File: src/rtl/pc_gen.sv
// pc_gen: fetch program-counter generator for the HYmips front end.
// It holds the fetch PC and a startup chip-enable, and it arbitrates N
// prioritised redirect channels. A redirect that arrives while fetch cannot
// advance is parked in a single pending slot and applied on the next step.
module pc_gen #(
  parameter int              AW          = 32,
  parameter logic [AW-1:0]   RESET_ADDR  = AW'(32'h8000_0000),
  parameter int              FETCH_BYTES = 4,
  parameter int              N_REDIR     = 3,
  parameter int              STALL_W     = 6,
  parameter int              STALL_BIT   = 0
) (
  input  logic                  clk,
  input  logic                  rst,
  input  logic [STALL_W-1:0]    stall,
  input  logic [N_REDIR-1:0]    redir_valid,
  input  logic [N_REDIR*AW-1:0] redir_addr,
  input  logic                  fetch_ready,
  output logic [AW-1:0]         pc,
  output logic                  ce,
  output logic                  fetch_valid,
  output logic                  pc_misaligned,
  output logic [N_REDIR-1:0]    redir_taken,
  output logic                  redir_pending
);

  // Low address bits that must be zero for an aligned fetch. The mask is all
  // zero when FETCH_BYTES = 1, so pc_misaligned is then constant 0.
  localparam logic [AW-1:0] OFF_MASK = AW'(FETCH_BYTES - 1);
  localparam logic [AW-1:0] PC_INC   = AW'(FETCH_BYTES);

  logic                pending;
  logic [AW-1:0]       pending_addr;
  logic                win_valid;
  logic [AW-1:0]       win_addr;
  logic [N_REDIR-1:0]  win_onehot;
  logic                stalled;
  logic                step;
  logic [AW-1:0]       next_pc;

  // Only one bit of the stall vector belongs to this stage; the rest is
  // folded here so the unused bits are visibly intentional.
  logic unused_stall;
  assign unused_stall = ^stall;

  assign stalled       = stall[STALL_BIT];
  assign pc_misaligned = |(pc & OFF_MASK);
  assign fetch_valid   = ce & ~stalled & ~pc_misaligned;
  // A misaligned pc never handshakes with memory, so it steps on its own to
  // let a corrective redirect through even with fetch_ready low.
  assign step          = ce & ~stalled & (fetch_ready | pc_misaligned);
  assign redir_taken   = ce ? win_onehot : '0;
  assign redir_pending = pending;

  // Fixed-priority arbiter: scan from the highest index down so the lowest
  // requesting channel is the last (and therefore final) assignment.
  always_comb begin
    // NOTE: every output of a combinational block gets a default first so no
    // path leaves it unassigned, which would infer a latch.
    win_valid  = 1'b0;
    win_addr   = '0;
    win_onehot = '0;
    for (int i = N_REDIR - 1; i >= 0; i--) begin
      if (redir_valid[i]) begin
        win_valid     = 1'b1;
        win_addr      = redir_addr[i*AW +: AW];
        win_onehot    = '0;
        win_onehot[i] = 1'b1;
      end
    end
  end

  // Next-pc selection on a step: live redirect, then pending, then hold a
  // misaligned pc, otherwise sequential increment (wraps modulo 2^AW).
  always_comb begin
    next_pc = pc + PC_INC;
    if (win_valid)          next_pc = win_addr;
    else if (pending)       next_pc = pending_addr;
    else if (pc_misaligned) next_pc = pc;
  end

  // Control state: chip-enable, fetch pc and pending flag.
  always_ff @(posedge clk) begin
    // NOTE: sequential state is written with non-blocking assignments so every
    // register samples values from before this edge, independent of order.
    if (rst) begin
      ce      <= 1'b0;
      pc      <= RESET_ADDR;
      pending <= 1'b0;
    end else if (!ce) begin
      ce      <= 1'b1;
      pc      <= RESET_ADDR;
      pending <= 1'b0;
    end else if (step) begin
      pc      <= next_pc;
      pending <= 1'b0;
    end else if (win_valid) begin
      pending <= 1'b1;
    end
  end

  // Pending target capture while fetch cannot advance; newest redirect wins.
  always_ff @(posedge clk) begin
    // NOTE: the address register has no reset; it is only read when pending
    // is set, and pending itself is reset.
    if (ce && !step && win_valid) pending_addr <= win_addr;
  end

endmodule
File: config.mk
export PLATFORM = sky130hd
export DESIGN_NAME = pc_gen
export DESIGN_NICKNAME = d
export VERILOG_FILES = /design/src/rtl/pc_gen.sv
export SDC_FILE = /design/constraint.sdc
export NUM_CORES = 1
export LEC_CHECK = 0
export ABC_AREA = 1
export BUFFER_PORTS_ARGS = -buffer_cell sky130_fd_sc_hd__buf_4
export CORE_MARGIN = 2
export CORE_UTILIZATION = 45
export DETAILED_ROUTE_END_ITERATION = 10
export PLACE_DENSITY = 0.82
export SLEW_MARGIN = 20
export SYNTH_ARGS = -nofsm -noshare
export SYNTH_HDL_FRONTEND = slang
export SYNTH_SLANG_ARGS = --single-unit
File: constraint.sdc
create_clock -name clk -period 3.6 [get_ports clk]
set_clock_uncertainty 0.05 [all_clocks]
set_input_delay 0.18 -clock clk [delete_from_list [all_inputs] [get_ports clk]]
set_output_delay 0.18 -clock clk [all_outputs]
set_load 0.05 [all_outputs]
==> results of run 1 <==
## state kept, by name, indices dropped and copies added, names as in the netlist
signal and count:
ce 1, pending_addr 32, pc 32, redir_pending 1
## how the worst max path moves through the flow
stage	start	endpoint	slack, ns	cells past startpoint
2_1_floorplan	pc[1]	pending_addr[0]	0.03	3
3_3_place_gp	redir_valid[0]	pending_addr[18]	1.53	6
3_5_place_dp	redir_valid[0]	pending_addr[18]	1.45	6
4_1_cts	pc[1]	pc[25]	1.71	6
5_1_grt	ce	pc[25]	1.53	7
6_report	pc[1]	pc[29]	1.67	6
## final cells by class
class                           instances  area share
Clock buffer                            9      0.0222
Clock inverter                          7      0.0126
Inverter                               64      0.0439
Multi-Input combinational cell        483       0.403
Sequential cell                        66       0.294
Tap cell                              129      0.0289
Timing Repair Buffer                  145       0.195
## cells by family after synthesis
| logic type | share of synthesized area |
|---|---|
| and+or+nand+nor | 0.351 |
| AOI/OAI and AO/OA | 0.151 |
| buffers and inverters | 0.0945 |
| DFF | 0.383 |
| xor gates and xnor gates | 0.0184 |
| adders and majority gates | 0.00292 |
## worst max-delay path, stage by stage, from the launching register on
cell	delay [ns]
dfxtp_1	0.34
nor2_2	0.24
nand4_1	0.23
nand2_4	0.37
inv_4	0.19
nor2_1	0.27
a21oi_1	0.11
## Yosys cell counts, drive strengths merged
library cell | count | area share
nand2 | 221 | 0.20
a22o | 1 | 0.0020
a21oi | 62 | 0.076
edfxtp | 32 | 0.22
dfxtp | 34 | 0.16
clkbuf | 8 | 0.0070
o21ai | 43 | 0.050
nand3 | 31 | 0.036
ha | 1 | 0.0029
nand3b | 8 | 0.014
o211ai | 1 | 0.0018
xor2 | 8 | 0.016
xnor2 | 1 | 0.0020
o22ai | 1 | 0.0015
nand4 | 5 | 0.0073
nor3 | 4 | 0.0070
buf | 19 | 0.030
nor2 | 85 | 0.085
inv | 64 | 0.057
a22oi | 11 | 0.019
## where the power goes
group	switching (uW)	internal (uW)	leakage (uW)
sequential	28.3	837	0.000590
clock	302	317	0.0000889
combinational	225	149	0.00191
## metrics by stage
stage               cell area (um2)  setup slack, ns  power, uW
floorplan                      4290           0.0299       1100
global placement               5380             1.53       1240
detailed placement             5380             1.45       1250
CTS                            5580             1.71       1860
global route                   5580             1.53       1930
finish                         5580             1.67       1860
## per-layer routing
| layer | global-route usage | share of wire | wire [um] | vias to the layer above |
|---|---|---|---|---|
| met5 | 0 | 0 | 0 | - |
| met2 | 0.395 | 0.46 | 5670 | 194 |
| met3 | 0.0345 | 0.067 | 813 | 23 |
| li1 | - | - | - | 2327 |
| met4 | 0.110 | 0.023 | 286 | 0 |
| met1 | 0.322 | 0.45 | 5440 | 2069 |
## what timing repair did
action                     4_1_cts  5_1_grt
hold buffers                     1        0
hold endpoints to repair         1        0
setup endpoints to repair        0        0
==> impl_metrics.ini, run 1 <==
[status]
status = finished clean

[worst_hold_path]
min_path_cells = 3
hold_start = redir_addr[81]
whs_endpoint = pending_addr[17]
hold_class = in -> reg

[synth]
postSynthNetCount = 749
ys_warn_count = 0
synth_area_per_cell_um2 = 6.70
ys_seq_area_frac = 0.383
ys_types = 32
syn_inst = 640
syn-cell-area_um2 = 4290
synth-seq-cells = 66

[cells_and_area]
seqCellArea_um2 = 1640
drive_gt1_frac = 0.247
nets = 878
layout_common_cells = nand2_1 (214), buf_4 (144), nor2_1 (71)
fin_util = 0.604
fillers = 837
instances_no_fill = 903
diodes = 0
mostFrequentLayoutCell = nand2_1
area.growth.synth_to_final_pct = 30.2
multi_input_area_um2 = 2250

[sta]
period_share = 0.535
tightest_slew_ns = 0.673
tns_ns = 0
layout_min_cycle_time_ns = 1.93
setup_viol = 0
rsz0062_at_grt = no
holdWs_ns = 0.0734
slew_headroom = 0.550
slew_violations = 0
hold_viol = 0
max_freq_mhz = 519

[setup_path]
cp-start-kind = register
worst_setup_path_end_kind = register
r2r-end = pc[29]
worstPathRequired_ns = 3.79
r2r_slack_ns = 1.67
arrival_ns = 2.12
path_class = reg -> reg
r2r-start = pc[1]
path_max_fanout = 35
reg2reg_depth = 6

[cts]
post-cts-setup-buffers = 0
clock_sinks = 66
cts_max_path_buffers = 2
cts-root-buf = clkbuf_8
clkTransAtPathRegs_ns = 0.08
cts_resized = 0
cts_max_level = 3
cts_tree = built
cts_buffers = 9
clock_latency_ns = 0.36

[routing]
detail-route-antenna-nets = 0
totalWireLength_um = 12200
drt_iter0_drc = 306
viasPerCell = 5.11
drcViolationCount = 0
wire_per_inst_um = 13.5
vias = 4613
drtPass1Iterations = 5

[global_routing]
track_usage = 0.243
grt_pass1_vias = 4359
gr-total-overflow = 0
grt_antenna_before_repair = 0
grt_max_degree = 46
grt_pass1_wl_um = 19900

[die]
std_cell_rows = 35
chipHeight_um = 102
start_util = 0.464
die_x_um = 102
dieArea_um2 = 10300
core_um2 = 9240
io_pins = 147

[place]
dp_hpwl_um = 9370
placedCellCount = 886
gp_congestion = 0.932
port_buffers = 141

[job]
maxCapViolations = 0

[power_and_ir_drop]
peakVddDrop_uv = 154
p_leak_uw = 0.00259
power_density_nw_per_um2 = 333
Note: power is estimated with default switching activity, not from simulation.
==> run 2, diff against run 1 <==
--- a/config.mk
+++ b/config.mk
@@ -5,12 +5,12 @@
 export SDC_FILE = /design/constraint.sdc
 export NUM_CORES = 1
 export LEC_CHECK = 0
-export ABC_AREA = 1
+export ABC_AREA = 0
 export BUFFER_PORTS_ARGS = -buffer_cell sky130_fd_sc_hd__buf_4
 export CORE_MARGIN = 2
 export CORE_UTILIZATION = 45
 export DETAILED_ROUTE_END_ITERATION = 10
-export PLACE_DENSITY = 0.82
+export PLACE_DENSITY = 0.83
 export SLEW_MARGIN = 20
 export SYNTH_ARGS = -nofsm -noshare
 export SYNTH_HDL_FRONTEND = slang
==> constraint.sdc (replaced) <==
create_clock -name clk -period 1.7 [get_ports clk]
set_clock_uncertainty 0.05 [all_clocks]
set_input_delay 0.085 -clock clk [delete_from_list [all_inputs] [get_ports clk]]
set_output_delay 0.085 -clock clk [all_outputs]
set_load 0.05 [all_outputs]
==> impl_metrics.ini, run 2 <==
[status]
status = finished, violations left
violations = negative setup slack

[sta]
slew_headroom = 0.477
rsz0062_at_grt = yes
max_freq_mhz = 553
setup_viol = 17
period_share = 1.06
fin_ws_ns = -0.108
hold_viol = 0
slew_violations = 0
tightest_slew_ns = 0.777
layout_min_cycle_time_ns = 1.81

[routing]
wire_per_inst_um = 20.3
viasPerCell = 6.38
vias = 4814
detail-route-antenna-nets = 0
totalWireLength_um = 15400
drcViolationCount = 0
drt_iter0_drc = 471
drtPass1Iterations = 5

[setup_path]
worst-path-buf-inv = 0
critical-path-slowest-cell = or4_4
r2r-start = redir_pending
worst_setup_path_end_kind = register
crit_chain = or4_4, or4_1, a31oi_1
arrival_ns = 2.03
worstPathRequired_ns = 1.92
max_stage_delay_ns = 0.56
path_class = reg -> reg
crit_family = simple AND/OR/NAND/NOR gates
cp-start-kind = register
path_max_fanout = 5
critPathLaunch = redir_pending

[place]
dp_hpwl_um = 10500
port_buffers = 141
gp_congestion = 0.933

[cts]
cts_buffers = 9
cts_max_path_buffers = 2
clock_sinks = 66
clkTransAtPathRegs_ns = 0.08
clock_latency_ns = 0.35
cts-root-buf = clkbuf_8
cts_max_level = 3
cts_tree = built

[power_and_ir_drop]
peakVddDrop_uv = 377
power_uw = 4300
power_density_nw_per_um2 = 685
p_leak_uw = 0.00260

[global_routing]
grt_antenna_before_repair = 1
track_usage = 0.299
grt_pass1_vias = 4449
grt_max_degree = 57
grt_pass1_wl_um = 22600
gr-total-overflow = 0

[worst_hold_path]
hold_class = in -> reg
hold_start = redir_addr[11]

[die]
chipHeight_um = 96.6
std_cell_rows = 33
die_x_um = 96.6
io_pins = 147
core_um2 = 8260
dieArea_um2 = 9340
start_util = 0.468

[synth]
postSynthNetCount = 547
synth.most_common_cell = o21ai_0
syn_inst = 438
synth_area_per_cell_um2 = 8.82
synth_top_area_cell = edfxtp_1
async_flop_share = 0
synthDominantCellAreaShare = 0.249
ys_types = 58
synth-seq-cells = 66
synthTopCellsByCount = o21ai_0 (49), nand2_1 (47), dfxtp_1 (34)
ys_seq_area_frac = 0.425
ys_top_cells_by_area = edfxtp_1 (25%), dfxtp_1 (18%), o21ai_0 (6.3%)
ys_warn_count = 0
synth_ff_type = dfxtp_1
syn-cell-area_um2 = 3860
synth_edf_count = 32

[cells_and_area]
reg_top3 = pc (32), pending_addr (32)
diodes = 0
layout_common_cells = buf_4 (204), nand2_1 (42), o21ai_0 (36)
drive_gt1_frac = 0.477
area.growth.synth_to_final_pct = 62.6
fin_util = 0.760
mostFrequentLayoutCell = buf_4
nets = 754

[job]
maxCapViolations = 0
## run 2: cell count changes after synthesis, sizes merged, moves of 9 or more
cell	before	now
a21oi	62	25
a22oi	11	22
nand3	31	11
nor2	85	26
and3	0	9
clkbuf	8	20
inv	64	5
a31oi	0	13
nand2	221	48
## run 2: path summary, 6_finish.rpt
kind	slack, ns	cells past startpoint	to
worst max-delay path	-0.11	3	pc[20]
worst min-delay path	0.03	3	pending_addr[11]
worst max register to register	-0.11	3	pc[20]
worst min register to register	0.47	2	pc[2]
## run 2: where the power goes
group / switching (uW) / total, uW / internal, uW / leakage [uW]
combinational: 469 / 870 / 402 / 0.00188
sequential: 39.9 / 1790 / 1750 / 0.000598
clock: 665 / 1640 / 980 / 0.000117
total: 1170 / 4300 / 3130 / 0.00260
## run 2: final cells by class
class / instances / area (um2)
well taps: 105 / 131
inverters: 6 / 22.5
flip-flops and latches: 66 / 1690
fillers: 541 / 1980
clock buffers: 10 / 128
multi-input cells: 333 / 2320
repair buffers: 229 / 1880
clock inverters: 6 / 115
## run 2: kinds of logic (layout without fill, tap and decap cells)
group	after synthesis	after routing	synth area share
fa+ha+maj	1	1	0.00324
simple gates	154	154	0.211
buf+inv	39	251	0.0466
flops	66	66	0.425
compound gates	175	175	0.307
mux	2	2	0.00518
xor+xnor	1	1	0.00227
## run 2: metrics by stage
| step | worst slack (ns) | hold slack [ns] | instance area [um2] | TNS [ns] | std cells |
|---|---|---|---|---|---|
| 2_1_floorplan | -0.424 | 0.103 | 4050 | -5.01 | 438 |
| 3_3_place_gp | -0.0473 | 0.218 | 5710 | -0.164 | 727 |
| 3_5_place_dp | -0.123 | 0.223 | 5710 | -0.615 | 727 |
| 4_1_cts | -0.0231 | 0.0267 | 6100 | -0.0404 | 750 |
| 5_1_grt | -0.133 | 0.0511 | 6280 | -1.52 | 755 |
| 6_report | -0.108 | 0.0297 | 6280 | -0.647 | 755 |
## run 2: layer usage
metal / part of all wire / wire [um] / global-route usage
met5: 0.00072 / 11 / 0
met4: 0.036 / 546 / 0.108
met3: 0.11 / 1680 / 0.0730
met2: 0.46 / 7110 / 0.475
met1: 0.39 / 6000 / 0.399
## run 2: what timing repair did
action / in CTS / in global routing
pin swaps: 9 / 21
gates resized for setup: 21 / 35
cloned: 0 / 0
setup endpoints to repair: 16 / 25
hold buffers: 2 / 0
endpoints found under the hold margin: 2 / 0
setup buffers: 5 / 5
## run 2: worst register-to-register path: stages, from the launching register on
cell     delay [ns]
dfxtp_4        0.36
or4_4          0.56
or4_1          0.55
a31oi_1        0.20
